### src/rtl/fcc_pkg.sv
// Shared types and defaults for the frame capture controller.
// The write-port struct is sized by the package widths; the controller and
// arbiter exchange frame-buffer writes through it.
package fcc_pkg;

    localparam int FCC_FRAME_PIXELS = 307200;
    localparam int FCC_ADDR_W       = 19;
    localparam int FCC_DATA_W       = 16;
    localparam int FCC_CNT_W        = 16;

    typedef enum logic [1:0] {
        ST_IDLE    = 2'd0,
        ST_ARMED   = 2'd1,
        ST_CAPTURE = 2'd2
    } fcc_state_e;

    typedef struct packed {
        logic                  we;
        logic [FCC_ADDR_W-1:0] addr;
        logic [FCC_DATA_W-1:0] data;
    } fb_wr_t;

endpackage

### src/rtl/frame_capture_ctrl_if.sv
// Signal bundle between the capture controller and its neighbours:
// camera stream, host command/write path, frame-buffer write port and status.
// slave = controller side, master = the side driving camera/host inputs.
interface frame_capture_ctrl_if
    import fcc_pkg::*;
#(
    parameter int ADDR_W = FCC_ADDR_W,
    parameter int DATA_W = FCC_DATA_W,
    parameter int CNT_W  = FCC_CNT_W
);

    logic              cam_vsync_n;
    logic              cam_valid;
    logic [ADDR_W-1:0] cam_addr;
    logic [DATA_W-1:0] cam_data;

    logic              cmd_start;
    logic              cmd_continuous;
    logic              cmd_stop;

    logic              host_req;
    logic [ADDR_W-1:0] host_addr;
    logic [DATA_W-1:0] host_data;
    logic              host_gnt;

    logic              fb_we;
    logic [ADDR_W-1:0] fb_addr;
    logic [DATA_W-1:0] fb_data;

    logic              busy;
    logic              frame_done;
    logic              aborted;
    logic [CNT_W-1:0]  frame_count;

    modport slave (
        input  cam_vsync_n, cam_valid, cam_addr, cam_data,
        input  cmd_start, cmd_continuous, cmd_stop,
        input  host_req, host_addr, host_data,
        output host_gnt,
        output fb_we, fb_addr, fb_data,
        output busy, frame_done, aborted, frame_count
    );

    modport master (
        output cam_vsync_n, cam_valid, cam_addr, cam_data,
        output cmd_start, cmd_continuous, cmd_stop,
        output host_req, host_addr, host_data,
        input  host_gnt,
        input  fb_we, fb_addr, fb_data,
        input  busy, frame_done, aborted, frame_count
    );

endinterface

### src/rtl/fb_write_arbiter.sv
// Frame-buffer write-port arbiter. The camera always wins and is never
// stalled; the host gets the port only in cycles with no camera write.
// The chosen write is registered once, so the RAM sees it one cycle later.
module fb_write_arbiter
    import fcc_pkg::*;
(
    input  logic                  clk,
    input  logic                  arst_n,
    input  logic                  cam_write,
    input  logic [FCC_ADDR_W-1:0] cam_addr,
    input  logic [FCC_DATA_W-1:0] cam_data,
    input  logic                  host_req,
    input  logic [FCC_ADDR_W-1:0] host_addr,
    input  logic [FCC_DATA_W-1:0] host_data,
    output logic                  host_gnt,
    output fb_wr_t                wr_p1
);

    fb_wr_t wr_p0;

    assign host_gnt = host_req & ~cam_write;

    // Pick the winner; address/data keep their previous value when idle.
    always_comb begin
        wr_p0    = wr_p1;
        wr_p0.we = 1'b0;
        if (cam_write) begin
            wr_p0.we   = 1'b1;
            wr_p0.addr = cam_addr;
            wr_p0.data = cam_data;
        end else if (host_gnt) begin
            wr_p0.we   = 1'b1;
            wr_p0.addr = host_addr;
            wr_p0.data = host_data;
        end
    end

    // p0 -> p1: registered write port.
    always_ff @(posedge clk or negedge arst_n) begin
        if (!arst_n) begin
            wr_p1 <= '0;
        end else begin
            wr_p1 <= wr_p0;
        end
    end

endmodule

### src/rtl/frame_capture_ctrl.sv
// Frame capture controller. Arms on host command, waits for the next
// vsync_n rising edge, then writes camera pixels into the frame buffer for
// one frame (single) or every frame until stopped (continuous). Host writes
// share the same RAM port and fill the gaps between camera pixels.
module frame_capture_ctrl
    import fcc_pkg::*;
#(
    parameter int FRAME_PIXELS = FCC_FRAME_PIXELS,
    parameter int ADDR_W       = FCC_ADDR_W,
    parameter int DATA_W       = FCC_DATA_W,
    parameter int CNT_W        = FCC_CNT_W
) (
    input  logic                 clk,
    input  logic                 arst_n,
    frame_capture_ctrl_if.slave  bus
);

    // Plain-bus state codes, numerically identical to the package enum.
    localparam logic [1:0] S_IDLE    = ST_IDLE;
    localparam logic [1:0] S_ARMED   = ST_ARMED;
    localparam logic [1:0] S_CAPTURE = ST_CAPTURE;

    localparam logic [ADDR_W-1:0] LAST_ADDR = ADDR_W'(FRAME_PIXELS - 1);

    logic [1:0]        state_q;
    logic [1:0]        state_d;
    logic              mode_q;
    logic              mode_d;
    logic              vsync_q;
    logic              sof;
    logic              cam_in_range;
    logic              cam_write;
    logic              last;
    logic              frame_done_q;
    logic              aborted_q;
    logic [CNT_W-1:0]  frame_count_q;

    logic [ADDR_W-1:0] cam_addr;
    logic [DATA_W-1:0] cam_data;
    logic [ADDR_W-1:0] host_addr;
    logic [DATA_W-1:0] host_data;
    fb_wr_t            wr_p1;

    assign cam_addr  = bus.cam_addr;
    assign cam_data  = bus.cam_data;
    assign host_addr = bus.host_addr;
    assign host_data = bus.host_data;

    // Frame start is the rising edge of the active-low vsync.
    assign sof          = ~vsync_q & bus.cam_vsync_n;
    // Addresses beyond the frame are dropped so they can never hit the RAM.
    assign cam_in_range = (32'(cam_addr) < 32'(FRAME_PIXELS));
    assign cam_write    = (state_q == S_CAPTURE) & bus.cam_valid & cam_in_range;
    assign last         = cam_write & (cam_addr == LAST_ADDR);

    // Next-state logic; stop has priority over start, and a frame that
    // completes in the stop cycle still counts as done.
    always_comb begin
        state_d = state_q;
        mode_d  = mode_q;
        case (state_q)
            S_IDLE: begin
                if (bus.cmd_start && !bus.cmd_stop) begin
                    state_d = S_ARMED;
                    mode_d  = bus.cmd_continuous;
                end
            end
            S_ARMED: begin
                if (bus.cmd_stop) begin
                    state_d = S_IDLE;
                end else if (sof) begin
                    state_d = S_CAPTURE;
                end
            end
            S_CAPTURE: begin
                // A sof landing on the last pixel is not consumed here, so
                // the following frame is skipped.
                if (last) begin
                    state_d = (mode_q && !bus.cmd_stop) ? S_ARMED : S_IDLE;
                end else if (bus.cmd_stop) begin
                    state_d = S_IDLE;
                end
            end
            default: state_d = S_IDLE;
        endcase
    end

    // State, mode and vsync history.
    always_ff @(posedge clk or negedge arst_n) begin
        if (!arst_n) begin
            state_q <= S_IDLE;
            mode_q  <= 1'b0;
            vsync_q <= 1'b1;
        end else begin
            state_q <= state_d;
            mode_q  <= mode_d;
            vsync_q <= bus.cam_vsync_n;
        end
    end

    // Status pulses and the completed-frame counter, aligned with fb_* output.
    always_ff @(posedge clk or negedge arst_n) begin
        if (!arst_n) begin
            frame_done_q  <= 1'b0;
            aborted_q     <= 1'b0;
            frame_count_q <= '0;
        end else begin
            frame_done_q <= last;
            aborted_q    <= (state_q == S_CAPTURE) & bus.cmd_stop & ~last;
            if (last) begin
                frame_count_q <= frame_count_q + CNT_W'(1);
            end
        end
    end

    fb_write_arbiter u_arb (
        .clk       (clk),
        .arst_n    (arst_n),
        .cam_write (cam_write),
        .cam_addr  (cam_addr),
        .cam_data  (cam_data),
        .host_req  (bus.host_req),
        .host_addr (host_addr),
        .host_data (host_data),
        .host_gnt  (bus.host_gnt),
        .wr_p1     (wr_p1)
    );

    assign bus.fb_we       = wr_p1.we;
    assign bus.fb_addr     = wr_p1.addr;
    assign bus.fb_data     = wr_p1.data;
    assign bus.busy        = (state_q != S_IDLE);
    assign bus.frame_done  = frame_done_q;
    assign bus.aborted     = aborted_q;
    assign bus.frame_count = frame_count_q;

endmodule

### src/flat_wrapper.sv
// flat-port wrapper written by rule: the top's interface ports become plain ports
module frame_capture_ctrl_flat import fcc_pkg::*;
#(
    parameter int FRAME_PIXELS = FCC_FRAME_PIXELS,
    parameter int ADDR_W       = FCC_ADDR_W,
    parameter int DATA_W       = FCC_DATA_W,
    parameter int CNT_W        = FCC_CNT_W
)
  (clk, arst_n, bus_cam_vsync_n, bus_cam_valid, bus_cam_addr, bus_cam_data, bus_cmd_start, bus_cmd_continuous, bus_cmd_stop, bus_host_req, bus_host_addr, bus_host_data, bus_host_gnt, bus_fb_we, bus_fb_addr, bus_fb_data, bus_busy, bus_frame_done, bus_aborted, bus_frame_count);
  frame_capture_ctrl_if #(.ADDR_W(ADDR_W), .DATA_W(DATA_W), .CNT_W(CNT_W)) bus_i ();
  input  logic clk;
  input  logic arst_n;
  input wire logic [$bits(bus_i.cam_vsync_n)-1:0] bus_cam_vsync_n;
  input wire logic [$bits(bus_i.cam_valid)-1:0] bus_cam_valid;
  input wire logic [$bits(bus_i.cam_addr)-1:0] bus_cam_addr;
  input wire logic [$bits(bus_i.cam_data)-1:0] bus_cam_data;
  input wire logic [$bits(bus_i.cmd_start)-1:0] bus_cmd_start;
  input wire logic [$bits(bus_i.cmd_continuous)-1:0] bus_cmd_continuous;
  input wire logic [$bits(bus_i.cmd_stop)-1:0] bus_cmd_stop;
  input wire logic [$bits(bus_i.host_req)-1:0] bus_host_req;
  input wire logic [$bits(bus_i.host_addr)-1:0] bus_host_addr;
  input wire logic [$bits(bus_i.host_data)-1:0] bus_host_data;
  output wire logic [$bits(bus_i.host_gnt)-1:0] bus_host_gnt;
  output wire logic [$bits(bus_i.fb_we)-1:0] bus_fb_we;
  output wire logic [$bits(bus_i.fb_addr)-1:0] bus_fb_addr;
  output wire logic [$bits(bus_i.fb_data)-1:0] bus_fb_data;
  output wire logic [$bits(bus_i.busy)-1:0] bus_busy;
  output wire logic [$bits(bus_i.frame_done)-1:0] bus_frame_done;
  output wire logic [$bits(bus_i.aborted)-1:0] bus_aborted;
  output wire logic [$bits(bus_i.frame_count)-1:0] bus_frame_count;
  assign bus_i.cam_vsync_n = bus_cam_vsync_n;
  assign bus_i.cam_valid = bus_cam_valid;
  assign bus_i.cam_addr = bus_cam_addr;
  assign bus_i.cam_data = bus_cam_data;
  assign bus_i.cmd_start = bus_cmd_start;
  assign bus_i.cmd_continuous = bus_cmd_continuous;
  assign bus_i.cmd_stop = bus_cmd_stop;
  assign bus_i.host_req = bus_host_req;
  assign bus_i.host_addr = bus_host_addr;
  assign bus_i.host_data = bus_host_data;
  assign bus_host_gnt = bus_i.host_gnt;
  assign bus_fb_we = bus_i.fb_we;
  assign bus_fb_addr = bus_i.fb_addr;
  assign bus_fb_data = bus_i.fb_data;
  assign bus_busy = bus_i.busy;
  assign bus_frame_done = bus_i.frame_done;
  assign bus_aborted = bus_i.aborted;
  assign bus_frame_count = bus_i.frame_count;
  frame_capture_ctrl #(.FRAME_PIXELS(FRAME_PIXELS), .ADDR_W(ADDR_W), .DATA_W(DATA_W), .CNT_W(CNT_W)) u_core (.clk(clk), .arst_n(arst_n), .bus(bus_i));
endmodule
### config.mk
export PLATFORM = sky130hd
export DESIGN_NAME = frame_capture_ctrl_flat
export DESIGN_NICKNAME = d
export VERILOG_FILES = /design/src/rtl/fcc_pkg.sv /design/src/rtl/frame_capture_ctrl_if.sv /design/src/rtl/fb_write_arbiter.sv /design/src/rtl/frame_capture_ctrl.sv /design/src/flat_wrapper.sv
export SDC_FILE = /design/constraint.sdc
export NUM_CORES = 1
export LEC_CHECK = 0
export ABC_AREA = 1
export CORE_AREA = 2 2 74 104
export CTS_BUF_LIST = sky130_fd_sc_hd__clkbuf_4
export CTS_CLUSTER_SIZE = 25
export DETAILED_ROUTE_END_ITERATION = 12
export DIE_AREA = 0 0 76 106
export GPL_TIMING_DRIVEN = 0
export HOLD_SLACK_MARGIN = 0.02
export PLACE_DENSITY = 0.81
export SYNTH_ARGS = -nofsm -noshare
export SYNTH_HDL_FRONTEND = slang
export SYNTH_HIERARCHICAL = 1
export SYNTH_SLANG_ARGS = --single-unit
### constraint.sdc
create_clock -name clk -period 2.3 [get_ports clk]
set_clock_uncertainty 0.2 [all_clocks]
set_input_delay 0.46 -clock clk [delete_from_list [all_inputs] [get_ports clk]]
set_output_delay 0.46 -clock clk [all_outputs]
set_load 0.02 [all_outputs]
# After elaboration in Yosys (flattened, before gate mapping)
# Index checks and enable logic that the tools add are counted.
[op_classes]
add_sub_neg = 1
n_reduce_logical = 8
order_cmp = 1
n_mux = 9
bitwise_logic = 10
eq_ne = 6
[ops]
columns = ["operator", "n"]
rows = [
  ["two-way mux 36 bit", 2],
  ["equality test 19 bit, second input constant", 1],
  ["< comparator 19 bit, second input constant", 1],
  ["adder 16 x 1 -> 16 bit, second input constant", 1],
  ["two-way mux 2 bit", 5],
  ["bitwise AND 1 bit", 7],
  ["!= test 3 x 2 -> 1 bit, second input constant", 2],
  ["case mux 2 bit (3 select lines)", 1],
  ["nonzero test 2 bit", 2],
  ["NOT 1 bit", 3],
  ["AND reduction 3 bit", 1],
  ["equality test 2 x 1 -> 1 bit, second input constant", 1],
  ["equality test 2 bit, second input constant", 1],
  ["logical AND 1 bit", 2],
  ["logical NOT 2 bit", 1],
  ["!= test 2 x 1 -> 1 bit, second input constant", 1],
  ["AND reduction 2 bit", 1],
  ["logical NOT 1 bit", 1],
  ["two-way mux 1 bit", 1],
]
[word_totals]
ff_bits = 58
input_bits = 78

# Logic depth before layout (Yosys ltp)
# Gate-level depths: netlist of run 1.
[logic_depth]
word_depth = 7
ltp_mapped = 10
mapped_depth_nobuf = 9

# Cells and area by module
# Netlist of run 1, hierarchy kept.
[by_module_without_submodules]
columns = ["mod", "seq_area_each_um2", "instances", "area_each_um2", "cells_per_inst"]
rows = [
  ["fb_write_arbiter", 900.9, 1, 1642.8, 195],
  ["frame_capture_ctrl", 551.8, 1, 1358.8, 187],
]

# Least setup slack after synthesis of run 1
# No wires, ideal clock.
[synth_timing]
kind = "in2out"
startpoint = "input port bus_cam_addr[14]"
endpoint = "output port bus_host_gnt"
arrival_time_ns = 1.464
required_ns = 1.640
path_slack_ns = 0.176
n_path_buf = 2
cell_stages = 6
cell_sequence = "inv_1 > a21oi_1 > nor2_4 > buf_4 > buf_2 > nor2_1"
[synth_between]
elab_chain_len = 4
[synth_lines]
columns = ["item", "line_no", "rtl"]
rows = [
  ["from (decl)", "flat_wrapper.sv:15", "input wire logic [$bits(bus_i.cam_addr)-1:0] bus_cam_addr;"],
  ["< comparator 19 bit", "frame_capture_ctrl.sv:52", "assign cam_in_range = (32'(cam_addr) < 32'(FRAME_PIXELS));"],
  ["bitwise AND 1 bit", "frame_capture_ctrl.sv:53", "assign cam_write = (state_q == S_CAPTURE) & bus.cam_valid & cam_in_range;"],
  ["net u_core.cam_write", "frame_capture_ctrl.sv:32", "logic cam_write;"],
  ["NOT 1 bit", "fb_write_arbiter.sv:21", "assign host_gnt = host_req & ~cam_write;"],
  ["bitwise AND 1 bit", "fb_write_arbiter.sv:21", ""],
  ["to (decl)", "flat_wrapper.sv:23", "output wire logic [$bits(bus_i.host_gnt)-1:0] bus_host_gnt;"],
]
# The timed path passes the listed nets, and every way through them passes these cells.

# Worst setup path after layout of run 1
# Same ends and word-level chain as after synthesis.

==> results of run 1 <==
[flip-flops by register name, summed over array words and instances (netlist names)]
name,flops
u_core/u_arb/wr_p1,36
u_core/state_q,2
u_core/bus.frame_done,1
u_core/mode_q,1
u_core/bus.frame_count,16
u_core/vsync_q,1
u_core/bus.aborted,1
[per-layer routing]
layer / part of all wire [%] / wire length [um] / vias to the layer above / GRT usage, %
met5: 0 / 0 / - / 0
met4: 3.2 / 278 / 0 / 13.4
met3: 5.4 / 466 / 21 / 4.67
met2: 51 / 4410 / 106 / 39.0
met1: 40 / 3410 / 1424 / 25.0
li1: - / - / 1523 / -
[worst reg2reg max path, cell delays in order (launching register included)]
cell and delay [ns]:
dfrtp_1 0.41, inv_2 0.08, nand2_2 0.08, nor2_4 0.09
nand2_2 0.06, nor2_4 0.14, buf_12 0.12, buf_4 0.23
inv_4 0.10, buf_6 0.15, nand3_1 0.06, nand3_1 0.09
[layout by cell type (no fill, tap or decap), types with 5 or more instances in the layout]
cell type / Yosys / layout
nand2_1: 129 / 128
clkdlybuf4s50_1: 0 / 123
nand3_1: 83 / 83
dfrtp_1: 57 / 57
inv_1: 25 / 25
nor2_1: 20 / 19
clkbuf_4: 0 / 10
buf_2: 8 / 8
xor2_1: 8 / 8
nor2_2: 8 / 7
nor3_1: 7 / 7
buf_6: 5 / 6
nand4_1: 6 / 6
xnor2_1: 6 / 6
clkinv_1: 0 / 5
[worst paths after layout]
kind / to / slack (ns) / cells past startpoint
setup / recovery: bus_host_gnt / 0.07 / 7
hold / removal: u_core/u_arb/wr_p1[32] / 0.12 / 3
setup reg to reg: u_core/u_arb/wr_p1[21] / 0.36 / 11
hold reg to reg: u_core/u_arb/wr_p1[34] / 0.28 / 2
max in group asynchronous: u_core/vsync_q / 0.80 / 3
min in group asynchronous: u_core/u_arb/wr_p1[6] / 0.44 / 2
[what timing repair did]
| action | CTS | global route |
|---|---|---|
| hold endpoints to repair | 30 | 0 |
| setup buffers | 3 | 0 |
| hold buffers | 1 | 0 |
| setup endpoints to repair | 1 | 2 |
| gates resized for setup | 14 | 7 |
| pin swaps | 3 | 0 |
[per-stage QoR]
step / hold slack, ns / power [mW] / setup slack (ns) / utilization [%]
floorplan: -0.0356 / 1.66 / 0.176 / -
finish: 0.122 / 2.72 / 0.0740 / 64.4
global placement: 0.265 / 2.13 / -1.30 / 61.9
detailed placement: 0.268 / 2.15 / -0.849 / 62.1
CTS: 0.135 / 2.75 / 0.00411 / 64.1
global route: 0.139 / 2.88 / 0.0118 / 64.4
[power breakdown]
part           switching [mW]  total [mW]  internal (mW)
combinational           0.468       0.915          0.447
sequential             0.0771        1.23           1.15
clock                   0.365       0.580          0.215
total                   0.910        2.72           1.81
[final cells by class]
cell class	count	area, um^2	share of cell area, %
plain buffers	14	119	2.57
well taps	97	121	2.63
clock buffers	10	75.1	1.62
flip-flops and latches	58	1450	31.4
multi-input cells	280	1350	29.1
inverters	29	111	2.41
clock inverters	6	23.8	0.514
repair buffers	137	1370	29.7
[logic make-up (layout without fill, tap and decap cells)]
| group | after synthesis | in the layout | synth area share, % |
|---|---|---|---|
| compound gates | 5 | 5 | 1.04 |
| xor+xnor | 14 | 14 | 4.09 |
| fa+ha+maj | 1 | 1 | 0.417 |
| buf+inv | 44 | 196 | 7.42 |
| flops | 58 | 58 | 48.4 |
| simple gates | 260 | 260 | 38.6 |
==> results.yml, run 1 <==
cells_and_area:
  area_delta_synth_final_pct: 53.9
  layout-drive-gt1-share_pct: 10.3
  n_antenna_cell: 0
  final_cell_count_no_fill: 631
  fin_nets: 608
  fill_cells: 637
  fin_area_um2: 4620
clock_network:
  cts.path.max_buffers: 2
  clk_pin_slew_ns: 0.09
  cts_tree: "yes"
  clk_latency_ns: 0.40
  htree_levels: 3
  cts.sinks: 58
  clock-root-buffer: "clkbuf_4"
  cts_buffers: 9
floorplanning:
  dieArea_um2: 8060
  core_area_um2: 7180
  die_h_um: 106
  initial_utilization_pct: 41.8
  io_pins: 134
  die_w_um: 76
  num_rows: 37
drt:
  wl_per_cell_um: 13.6
  viasPerCell: 4.87
  drc: 0
  antenna_left: 0
  vias: 3074
  wl_mm: 8.56
  drt_iter0_drc: 145
  first_pass_iters: 4
global_routing:
  grt_first_pass_wirelength_mm: 14.2
  grt_start_max_net_pins: 32
  grtUsageTotal_pct: 22.3
  grt_pass1_vias: 3129
  grt-ovfl-total: 0
  antenna_found_initial: 0
yosys:
  syn_area_um2: 3000
  ys_warn_count: 6
  synth_edf_count: 0
  synth.largest_area_cell: "dfrtp_1"
  netlist.area_leader.share_pct: 47.5
  synthCells: 382
  synth_most_common_cell: "nand2_1"
  synth-seq-cells: 58
  synth.top_cells.by_count: "129 x nand2_1, 83 x nand3_1, 57 x dfrtp_1"
  synthesis.nets: 461
  synth_ff_type: "dfrtp_1"
  synth-async-reset-ratio_pct: 100
  synth.avg_cell_area_um2: 7.86
  seq_area_frac_synth_pct: 48.4
  synthTopCellsByArea: "dfrtp_1 48%, nand2_1 16%, nand3_1 14%"
  synth_cell_types: 24
sta:
  fmaxAchievable_mhz: 449
  relSlewSlack_pct: 52.3
  hold_viol: 0
  worstMarginPinSlew_ns: 0.716
  min_period_over_period_pct: 96.8
  rsz0062_at_grt: "false"
  fin_setup_tns_ns: 0
  setup_violations: 0
  layout_min_cycle_time_ns: 2.23
  drv_slew: 0
placement:
  dp_hpwl_mm: 6.60
  dpl-instance-area_um2: 4460
  place_inst: 612
  gp_congestion: 0.907
  port_buffers: 132
hold_path:
  hold_start: "bus_cam_addr[16]"
  hold_class: "in -> reg"
worst_setup_path:
  crit_path_frequent_cell: "nor2_4"
  cp_max_fo: 3
  endpoint_kind: "primary output"
  critical_path_buf_inv_count: 4
  path_delay_family: "buffers and inverters"
  criticalPathCategory: "in -> out"
  cp_slowest_stage_delay_ns: 0.47
  crit_start: "bus_cam_addr[14]"
  critPathRequiredTime_ns: 1.64
  r2r_start: "u_core/state_q[0]"
  path_cells: "clkdlybuf4s50_1 > inv_1 > a21oi_2 > nor2_4 > buf_12 > nor2_4 > buf_6"
  cpMaxStageDelayCell: "clkdlybuf4s50_1"
  worst_ep_arrival_time_ns: 1.57
  setup.worst_path.start_class: "primary input"
job:
  maxCapViolCount: 0
pwr:
  power.density_nw_per_um2: 589
  vdd_ir_drop_max_v: 0.000351
  p_leak_nw: 2.15
run_status:
  status: "finished, final reports clean"
Power figures use the tool's default switching activity.
==> run 2: changes to the inputs <==
Settings changed: TNS_END_PERCENT set to 10.
==> results of run 2 <==
Final layout, timing and power as in run 1 (identical DEF).
==> run 3: changes to the inputs <==
Settings changed: GPL_TIMING_DRIVEN 0 to 1, PLACE_DENSITY 0.81 to 0.8, SYNTH_HIERARCHICAL 1 to not set, TNS_END_PERCENT 10 to 100.
==> run 3 against run 2 <==
  * Critical path depth grew 1
  * Die area unchanged
  * Via count grew 1.2%
  * Routed wire length up 2.7%
  * Synthesized cell count shrank 1.0%
  * Cell count up 0.32%
  * Clock power about the same
  * Critical path type unchanged
  * Largest power group unchanged
==> results.yml, run 3 <==
drt:
  wl_mm: 8.80
  antenna_left: 0
  drc: 0
  drt_iter0_drc: 189
  wl_per_cell_um: 13.9
  viasPerCell: 4.92
  first_pass_iters: 4
  vias: 3112
placement:
  dpl-instance-area_um2: 4490
  post-place-ws_ns: -0.467
  port_buffers: 133
  gp_congestion: 0.928
  dp_hpwl_mm: 6.70
floorplanning:
  num_rows: 37
  io_pins: 134
  core_area_um2: 7180
  die_w_um: 76
  die_h_um: 106
  dieArea_um2: 8060
  initial_utilization_pct: 41.4
sta:
  drv_slew: 0
  hold_viol: 0
  relSlewSlack_pct: 65.0
  fmaxAchievable_mhz: 444
  worst_slack_ns: 0.0458
  layout_min_cycle_time_ns: 2.25
  setup_violations: 0
  min_period_over_period_pct: 98.0
  fin_hold_ws_ns: 0.279
  worstMarginPinSlew_ns: 0.526
cells_and_area:
  fin_nets: 611
  final_common_cell: "nand2_1"
  largest_reg_flops: 36
  area_delta_synth_final_pct: 55.6
  layout-drive-gt1-share_pct: 9.89
  layout_common_cells: "149 x nand2_1, 128 x clkdlybuf4s50_1, 56 x dfrtp_1"
  n_antenna_cell: 0
  regArea_um2: 1450
  multi_input_area_um2: 1290
  fill_cells: 591
  fin_area_um2: 4620
  regMostFlops: "u_core.u_arb.wr_p1"
global_routing:
  grt_pass1_vias: 3154
  use_met1_pct: 25.2
  grtUsageTotal_pct: 22.6
  grt_first_pass_wirelength_mm: 14.4
  grt_start_max_net_pins: 39
  grt-ovfl-total: 0
  busiest_layer: "met2"
  antenna_found_initial: 0
  met3_usage_pct: 4.75
  grt_use_met2_pct: 38.7
clock_network:
  clock-root-buffer: "clkbuf_4"
  cts.sinks: 58
  clk_latency_ns: 0.41
  cts_tree: "yes"
  cts.path.max_buffers: 2
  htree_levels: 3
  clk_pin_slew_ns: 0.09
  cts_buffers: 9
yosys:
  synth.top_cells.by_count: "151 x nand2_1, 57 x dfrtp_1, 42 x nand3_1"
  synth-seq-cells: 58
  synth.avg_cell_area_um2: 7.86
  synth.largest_area_cell: "dfrtp_1"
  syn_area_um2: 2970
  synth_most_common_cell: "nand2_1"
  seq_area_frac_synth_pct: 48.9
  netlist.area_leader.share_pct: 48.0
  synth_ff_type: "dfrtp_1"
  synthesis.nets: 457
  synthTopCellsByArea: "dfrtp_1 48%, nand2_1 19%, nand3_1 7.1%"
  synthCells: 378
  synth-async-reset-ratio_pct: 100
  synth_edf_count: 0
  synth_cell_types: 26
  ys_warn_count: 0
worst_setup_path:
  critPathRequiredTime_ns: 1.64
  r2r_end: "u_core.bus.frame_count[9]"
  setup.worst_path.start_class: "primary input"
  cp_max_fo: 2
  r2r_cells: 11
  worst_ep_arrival_time_ns: 1.59
  endpoint_kind: "primary output"
  criticalPathCategory: "in -> out"
  r2r_start: "u_core.state_q[0]"
  rrSetupSlack_ns: 0.29
pwr:
  p_leak_nw: 2.19
  power.density_nw_per_um2: 633
  vdd_ir_drop_max_v: 0.000323
  finalPower_mw: 2.93
hold_path:
  hold_end: "u_core.u_arb.wr_p1[33]"
  hold_start: "bus_cam_addr[17]"
  hold_class: "in -> reg"
  min_path_cells: 4
job:
  maxCapViolCount: 0
run_status:
  status: "finished, final reports clean"
==> run 3: timing repair <==
| action | CTS | global route |
|---|---|---|
| buffers inserted | 0 | 2 |
| resized for setup | 7 | 6 |
| endpoints found under the setup margin | 2 | 1 |
| cloned | 0 | 0 |
| pin swaps | 0 | 3 |
| hold endpoints to repair | 20 | 0 |
| hold buffers | 1 | 0 |
==> run 3: critical path, stage by stage <==
cell,delay [ns]
clkdlybuf4s50_1,0.52
nand2_2,0.09
a21oi_4,0.18
nor2_8,0.06
inv_8,0.04
nand2_2,0.05
inv_4,0.05
buf_4,0.14
==> run 3: routing by layer <==
metal | wire length, um | vias to the layer above
met5 | 0 | -
met4 | 434 | 0
met3 | 464 | 32
met2 | 4470 | 120
met1 | 3430 | 1452
li1 | - | 1508
==> run 3: logic make-up after synthesis <==
logic type / Yosys count / share of synthesized area, %
compound gates: 23 / 4.76
xor+xnor: 11 / 3.24
fa+ha+maj: 1 / 0.421
buf+inv: 44 / 7.75
flops: 58 / 48.9
simple gates: 241 / 34.9
==> run 3: layout make-up <==
type	count	share of cell area, %
Inverter	34	3.03
Multi-Input combinational cell	276	28.0
Tap cell	97	2.63
Clock inverter	5	0.487
Timing Repair Buffer	153	32.8
Sequential cell	58	31.4
Clock buffer	10	1.62
==> run 3: worst max-delay path by stage <==
stage	startpoint	end	slack [ns]	cells past startpoint
3_5_place_dp	bus_cam_addr[13]	bus_host_gnt	-0.47	8
5_1_grt	bus_cam_addr[15]	bus_host_gnt	-0.007	8
3_3_place_gp	bus_cam_addr[13]	bus_host_gnt	-0.45	8
6_report	bus_cam_addr[15]	bus_host_gnt	0.05	8
4_1_cts	bus_cam_addr[13]	bus_host_gnt	0.03	8
2_1_floorplan	bus_cam_addr[16]	bus_host_gnt	0.44	9
==> run 3: per-stage QoR <==
step	setup TNS, ns	std cells	util [%]
after floorplan	0	378	-
after global placement	-1.42	615	62.6
after detailed placement	-2.04	615	62.6
after CTS	0	631	64.1
after global routing	-0.00669	633	64.4
final	0	633	64.4
==> run 3: power by group <==
part / leakage, nW / internal, mW / switching [mW]
logic: 1.45 / 0.526 / 0.560
clock network: 0.0609 / 0.216 / 0.363
registers: 0.682 / 1.18 / 0.0874
